## config.mk

```make
export PLATFORM = sky130hd
export DESIGN_NAME = fir_out_decim
export DESIGN_NICKNAME = d
export VERILOG_FILES = /design/src/rtl/fir_out_decim.sv
export SDC_FILE = /design/constraint.sdc
export NUM_CORES = 1
export LEC_CHECK = 0
export CAP_MARGIN = 20
export CORE_ASPECT_RATIO = 0.7
export CORE_MARGIN = 2
export CORE_UTILIZATION = 45
export CTS_CLUSTER_DIAMETER = 80
export CTS_CLUSTER_SIZE = 20
export DETAILED_ROUTE_END_ITERATION = 10
export GPL_TIMING_DRIVEN = 0
export PLACE_DENSITY = 0.64
export SYNTH_ARGS = -nofsm -noshare
export SYNTH_HDL_FRONTEND = slang
export SYNTH_SLANG_ARGS = --single-unit
```

## constraint.sdc

```tcl
create_clock -name clk -period 4.93 [get_ports clk]
set_clock_uncertainty 0.05 [all_clocks]
set_input_delay 0.7395 -clock clk [delete_from_list [all_inputs] [get_ports clk]]
set_output_delay 0.7395 -clock clk [all_outputs]
set_load 0.02 [all_outputs]
```

## src/rtl/fir_out_decim.sv

```systemverilog
// fir_out_decim: decimate, round/saturate and buffer the FIR result stream.
// Ports: clk, rst (async, active-high); din_valid/din input samples; clr
//   clears the sticky flags; dout_valid/dout_ready/dout is the FWFT output
//   handshake; level is the FIFO occupancy; sat/overflow are sticky flags.
module fir_out_decim #(
  parameter int IN_W  = 29,
  parameter int OUT_W = 12,
  parameter int SHIFT = 11,
  parameter int DECIM = 4,
  parameter int DEPTH = 8
) (
  input  logic                     clk,
  input  logic                     rst,
  input  logic                     din_valid,
  input  logic [IN_W-1:0]          din,
  input  logic                     clr,
  output logic                     dout_valid,
  input  logic                     dout_ready,
  output logic [OUT_W-1:0]         dout,
  output logic [$clog2(DEPTH):0]   level,
  output logic                     sat,
  output logic                     overflow
);

  localparam int PH_W = $clog2(DECIM) + 1;
  localparam int AW   = $clog2(DEPTH);
  localparam int LW   = AW + 1;

  localparam logic [PH_W-1:0] PH_LAST = PH_W'(DECIM - 1);
  localparam logic [LW-1:0]   FULL_LV = LW'(DEPTH);

  // Rounding constant: half an output LSB, in the widened domain.
  localparam logic [IN_W:0] HALF =
    {{IN_W{1'b0}}, 1'b1} << (SHIFT - 1);

  // ---------------------------------------------------------------
  // Decimation phase
  // ---------------------------------------------------------------
  logic [PH_W-1:0] phase;
  logic            keep;

  assign keep = din_valid && (phase == '0);

  always_ff @(posedge clk or posedge rst) begin
    if (rst) begin
      phase <= '0;
    end else if (din_valid) begin
      if (phase == PH_LAST) begin
        phase <= '0;
      end else begin
        phase <= phase + 1'b1;
      end
    end
  end

  // ---------------------------------------------------------------
  // Round half-up and saturate
  // ---------------------------------------------------------------
  // One extra bit so the rounding add can never wrap.
  logic [IN_W:0]      sum;
  logic [IN_W:0]      rnd;
  logic               clip;
  logic [OUT_W-1:0]   s1_nxt;

  assign sum    = {1'b0, din} + HALF;
  assign rnd    = sum >> SHIFT;
  assign clip   = |rnd[IN_W:OUT_W];
  assign s1_nxt = clip ? {OUT_W{1'b1}}
                       : rnd[OUT_W-1:0];

  // ---------------------------------------------------------------
  // Stage 1 register
  // ---------------------------------------------------------------
  logic             s1_vld;
  logic [OUT_W-1:0] s1_data;

  always_ff @(posedge clk or posedge rst) begin
    if (rst) begin
      s1_vld  <= 1'b0;
      s1_data <= '0;
    end else begin
      s1_vld <= keep;
      if (keep) begin
        s1_data <= s1_nxt;
      end
    end
  end

  // ---------------------------------------------------------------
  // FWFT FIFO
  // ---------------------------------------------------------------
  // Pointers carry a wrap bit so full and empty are distinguishable
  // and the occupancy is a plain subtraction.
  logic [AW:0]        wr_ptr;
  logic [AW:0]        rd_ptr;
  logic [OUT_W-1:0]   mem [DEPTH];
  logic               full;
  logic               pop;
  logic               push;
  logic               drop;

  assign level      = wr_ptr - rd_ptr;
  assign full       = (level == FULL_LV);
  assign dout_valid = (wr_ptr != rd_ptr);
  assign pop        = dout_valid && dout_ready;

  // A full FIFO still accepts when the head leaves in the same cycle.
  assign push = s1_vld && (!full || pop);
  assign drop = s1_vld && !push;

  always_ff @(posedge clk) begin
    if (push) begin
      mem[wr_ptr[AW-1:0]] <= s1_data;
    end
  end

  always_ff @(posedge clk or posedge rst) begin
    if (rst) begin
      wr_ptr <= '0;
    end else if (push) begin
      wr_ptr <= wr_ptr + 1'b1;
    end
  end

  always_ff @(posedge clk or posedge rst) begin
    if (rst) begin
      rd_ptr <= '0;
    end else if (pop) begin
      rd_ptr <= rd_ptr + 1'b1;
    end
  end

  // Head is forced to zero when empty so reset shows a clean output.
  assign dout = dout_valid ? mem[rd_ptr[AW-1:0]]
                           : '0;

  // ---------------------------------------------------------------
  // Sticky flags: a new event beats a simultaneous clear
  // ---------------------------------------------------------------
  always_ff @(posedge clk or posedge rst) begin
    if (rst) begin
      sat <= 1'b0;
    end else if (keep && clip) begin
      sat <= 1'b1;
    end else if (clr) begin
      sat <= 1'b0;
    end
  end

  always_ff @(posedge clk or posedge rst) begin
    if (rst) begin
      overflow <= 1'b0;
    end else if (drop) begin
      overflow <= 1'b1;
    end else if (clr) begin
      overflow <= 1'b0;
    end
  end

endmodule
```

* Yosys cells after proc, flatten, opt, wreduce, memory -nomap -nowiden *
Memory sizes are Yosys's and may differ from the RTL's.
Cells that the tools add are included.

cells by class
  add/sub/neg operators = 5
  equal/unequal tests = 3
  multiplexer cells = 8
  reduce and logical (&&, ||, !) cells = 12

operator list
  cell                    number
  $add 29x11->30 const B  1
  $mux 12                 2
  $add 4x1->4 const B     2
  $reduce_or 7->1         1
  $logic_and 1x1->1       5
  $mux 1                  5
  $eq 4x4->1 const B      1
  $ne 4x4->1              1
  $reduce_bool 2->1       2
  $sub 4x4->4             1
  $add 3x1->3 const B     1
  $eq 3x2->1 const B      1
  $logic_not 3->1         1
  $mux 3                  1
  $logic_not 1->1         2
  $logic_or 1x1->1        1

storage, ports and cells
  register bits = 26
  memory bits (writable) = 96
  input port bits = 34
  output and inout bits = 19
  logic and storage cells = 36
  memories = 1

memories
  name  words  bits a word  rd ports  clocked after Yosys merged registers in  wr ports  RTL line  source
  mem   8      12           1         0                                        1         96        logic [OUT_W-1:0] mem [DEPTH];

* Depth between registers and ports, before layout *
  depth in word-level cells = 8
  gate-level depth with buffers = 9
  gate-level depth less buffers = 9

* Worst setup path after synthesis *
Ideal clock, no wire load.

  kind = register -> register
  start point = register rd_ptr[1]
  end point = memory mem[0][0], enable pin
  data arrival time = 3.343 ns
  required time = 4.468 ns
  slack = 1.125 ns
  cell stages (with the launch flop) = 10
  path buffers = 2
  period minus slack after synthesis = 3.805 ns
  cell sequence = dfrtp_1 > buf_2 > buf_1 > inv_1 > fa_1 > xor2_1 > nor3_1 > nand2_2 > o31ai_4 > nor4_1

on the way
  longest elaborated chain between the ends = 7

RTL lines
  what                          RTL line  source
  start, declared               95        logic [AW:0] rd_ptr;
  start signal, assigned        129       rd_ptr <= rd_ptr + 1'b1;
  $sub 4x4->4                   102       assign level = wr_ptr - rd_ptr;
  named net level[2]            20        output logic [$clog2(DEPTH):0] level,
  $eq 4x4->1                    103       assign full = (level == FULL_LV);
  $logic_not 1->1               108       assign push = s1_vld && (!full || pop);
  $logic_or 1x1->1              108
  $logic_and 1x1->1             108
  $mux 1                        112       if (push) begin
  $mux 1 (not written as such)  113       mem[wr_ptr[AW-1:0]] <= s1_data;
  end, declared                 96

The timed path passes the listed nets, and every way through them passes these cells.

* Final worst setup path *
  start point = register rd_ptr[1]
  end point = output dout[6]

on the way
  longest elaborated chain between the ends = 2

RTL lines
  what                                        RTL line  source
  $mem_v2 8x12 or $ne 4x4->1 (tied branches)  -
  $mux 12 *                                   134       assign dout = dout_valid ? mem[rd_ptr[AW-1:0]]
  end, declared                               19        output logic [OUT_W-1:0] dout,

Mark *: on every way between the ends. The rest lies on a longest branch, timed or not.

==> out/qor.yml <==
drt:
  dr_total_vias: 3185
  remaining_drc_errors: 0
  vias_per_cell: 5.34
  wl_um: 11000
  postRouteAntennaNets: 0
  wl_per_cell_um: 18.3
  drt_iter0_markers: 242
  dr.pass1.iters: 4
grt:
  grtUsageTotal: 0.193
  grt_pass1_wl_um: 17700
  grt_max_degree: 27
  grt_overflow: 0
  antenna_found_initial: 0
  grt_pass1_vias: 3124
power:
  cellLeakagePower_uw: 0.00221
  power_density_nw_per_um2: 595
  power_uw: 3980
  vdd_drop_max_mv: 0.301
placement:
  dp_cells: 563
  hpwl_um: 7600
  io_buffers: 42
  postPlaceCellArea_um2: 6080
  gp_congestion: 0.832
critical_path:
  crit_required_ns: 4.14
  cpLargestDelayFamily: "buffers and inverters"
  cp-start-kind: "register"
  end_kind: "output pin"
  cp_slowest_cell: "clkdlybuf4s50_1"
  crit_buf_inv: 5
  max_stage_delay_ns: 0.57
  path_max_fanout: 10
  arrival_ns: 3.73
  crit_path_cell_trace: "buf_2 > buf_1 > inv_1 > ha_1 > nand3_1 > nor2_1 > clkbuf_1 > a21oi_1 > clkdlybuf4s50_1"
  crit_type: "reg2out"
synthesis:
  synth_top_cell_area_share: 0.543
  ys_warn_count: 0
  synth_area_leaders: "edfxtp_1, dfrtp_1, mux4_2"
  synthesis.area_per_instance_um2: 15.1
  synthArstFlopShare: 0.213
  synth_ff_type: "edfxtp_1"
  yosysTopAreaCell: "edfxtp_1"
  syn-num-nets: 396
  ys_seq_area_frac: 0.665
  synthCells: 353
  yosysUniqueCellTypes: 49
  synth_area_um2: 5310
  ys_seq_elements: 122
  synth_enable_flop_cells: 96
clock_network:
  postCtsSetupBuffers: 0
  cts_buffers: 17
  cts.reportedPaths.clkPinSlew_ns: 0.05
  clock_latency_ns: 0.41
  cts_tree: "yes"
  clock_sinks: 122
  cts_resized: 0
  clockBufferDepth: 2
  clock-root-buffer: "clkbuf_16"
  h-tree-depth: 4
  ctsHoldBuffers: 0
layout:
  final_cell_mix: "edfxtp_1, clkdlybuf4s50_1, nand2_1, nor2_1, dfrtp_1"
  stdcell_area_um2: 6700
  final_common_cell: "edfxtp_1"
  syn_to_final_growth_pct: 26.1
  instances_no_fill: 597
  drive_gt1_frac: 0.211
  nNetsFinal: 470
  diodes: 0
floorplanning:
  fp.dieW_um: 134
  rows: 33
  initial_core_util: 0.458
  fp.coreArea_um2: 11600
  die_h_um: 94.9
  pin_count: 53
  dieArea_um2: 12700
timing:
  slew_headroom: 0.303
  worstMarginPinSlew_ns: 1.04
  fmax_mhz: 221
  finalHoldViolCount: 0
  min_period_ns: 4.52
  rsz0062_at_grt: "false"
  setup_viol: 0
  maxSlewViolCount: 0
  post-route-period-util: 0.917
status:
  outcome: "completed"
min_path:
  min_path_type: "reg2reg"
job:
  cap_violations: 0
## cell usage after synthesis (all sizes together) (2+ instances only)
| library cell | n |
|---|---|
| nand3 | 5 |
| mux2i | 2 |
| mux4 | 24 |
| buf | 8 |
| clkbuf | 5 |
| xor2 | 9 |
| o21ai | 6 |
| edfxtp | 96 |
| xnor2 | 9 |
| o311ai | 2 |
| nor4 | 8 |
| nand2 | 33 |
| dfrtp | 26 |
| nand4 | 5 |
| nor2 | 32 |
| a21oi | 16 |
| inv | 18 |
| a31oi | 14 |
| ha | 8 |
| nor3 | 7 |
| nor2b | 4 |
## state kept, by name, indices dropped and copies added (netlist names)
register / count
mem: 96
overflow: 1
phase: 3
rd_ptr: 4
s1_data: 12
s1_vld: 1
sat: 1
wr_ptr: 4
## routing by layer
layer	global-route usage	routed length (um)
met5	0	0
met4	0.0647	80
met3	0.0569	672
met2	0.297	5120
met1	0.267	5080
## cell families (layout without fill, tap and decap cells)
logic type,count (synthesis),after routing,synth area share
mux,27,27,0.108
flops,122,122,0.665
compound gates,48,48,0.0617
simple gates,98,98,0.0871
fa+ha+maj,9,9,0.0226
buf+inv,31,118,0.0243
xor+xnor,18,18,0.0311
## path summary, 6_finish.rpt
path | startpoint | endpoint | slack, ns | cells past startpoint
setup / recovery | rd_ptr[1] | dout[6] | 0.41 | 9
hold / removal | wr_ptr[3] | wr_ptr[3] | 0.47 | 1
setup reg to reg | rd_ptr[1] | mem[4][3] | 1.02 | 10
hold reg to reg | wr_ptr[3] | wr_ptr[3] | 0.47 | 1
max in group asynchronous | rst | s1_data[4] | 3.97 | 3
min in group asynchronous | rst | overflow | 0.49 | 2
## metrics by stage
| step | hold WS (ns) | setup WS, ns | setup TNS [ns] | utilization |
|---|---|---|---|---|
| after detailed placement | 0.464 | 0.764 | 0 | 0.524 |
| final | 0.470 | 0.411 | 0 | 0.577 |
| after global routing | 0.501 | 0.188 | 0 | 0.577 |
| after floorplan | 0.447 | 1.12 | 0 | - |
| after global placement | 0.462 | -0.304 | -20.91 | 0.511 |
| after CTS | 0.474 | 0.316 | 0 | 0.574 |
## where the power goes
group / switching [uW] / internal, uW
registers: 86.7 / 1200
logic: 823 / 667
clock network: 420 / 786
total: 1330 / 2650
## area by class of cell
cell class | count | area [um^2]
fill | 886 | 4900
tap | 157 | 196
timing repair buffer | 55 | 561
sequential | 122 | 3530
clock buffer | 18 | 429
multi-input combinational | 200 | 1700
inverter | 18 | 67.6
clock inverter | 14 | 155
buffer | 13 | 61.3
(Power assumes the default switching activity.)
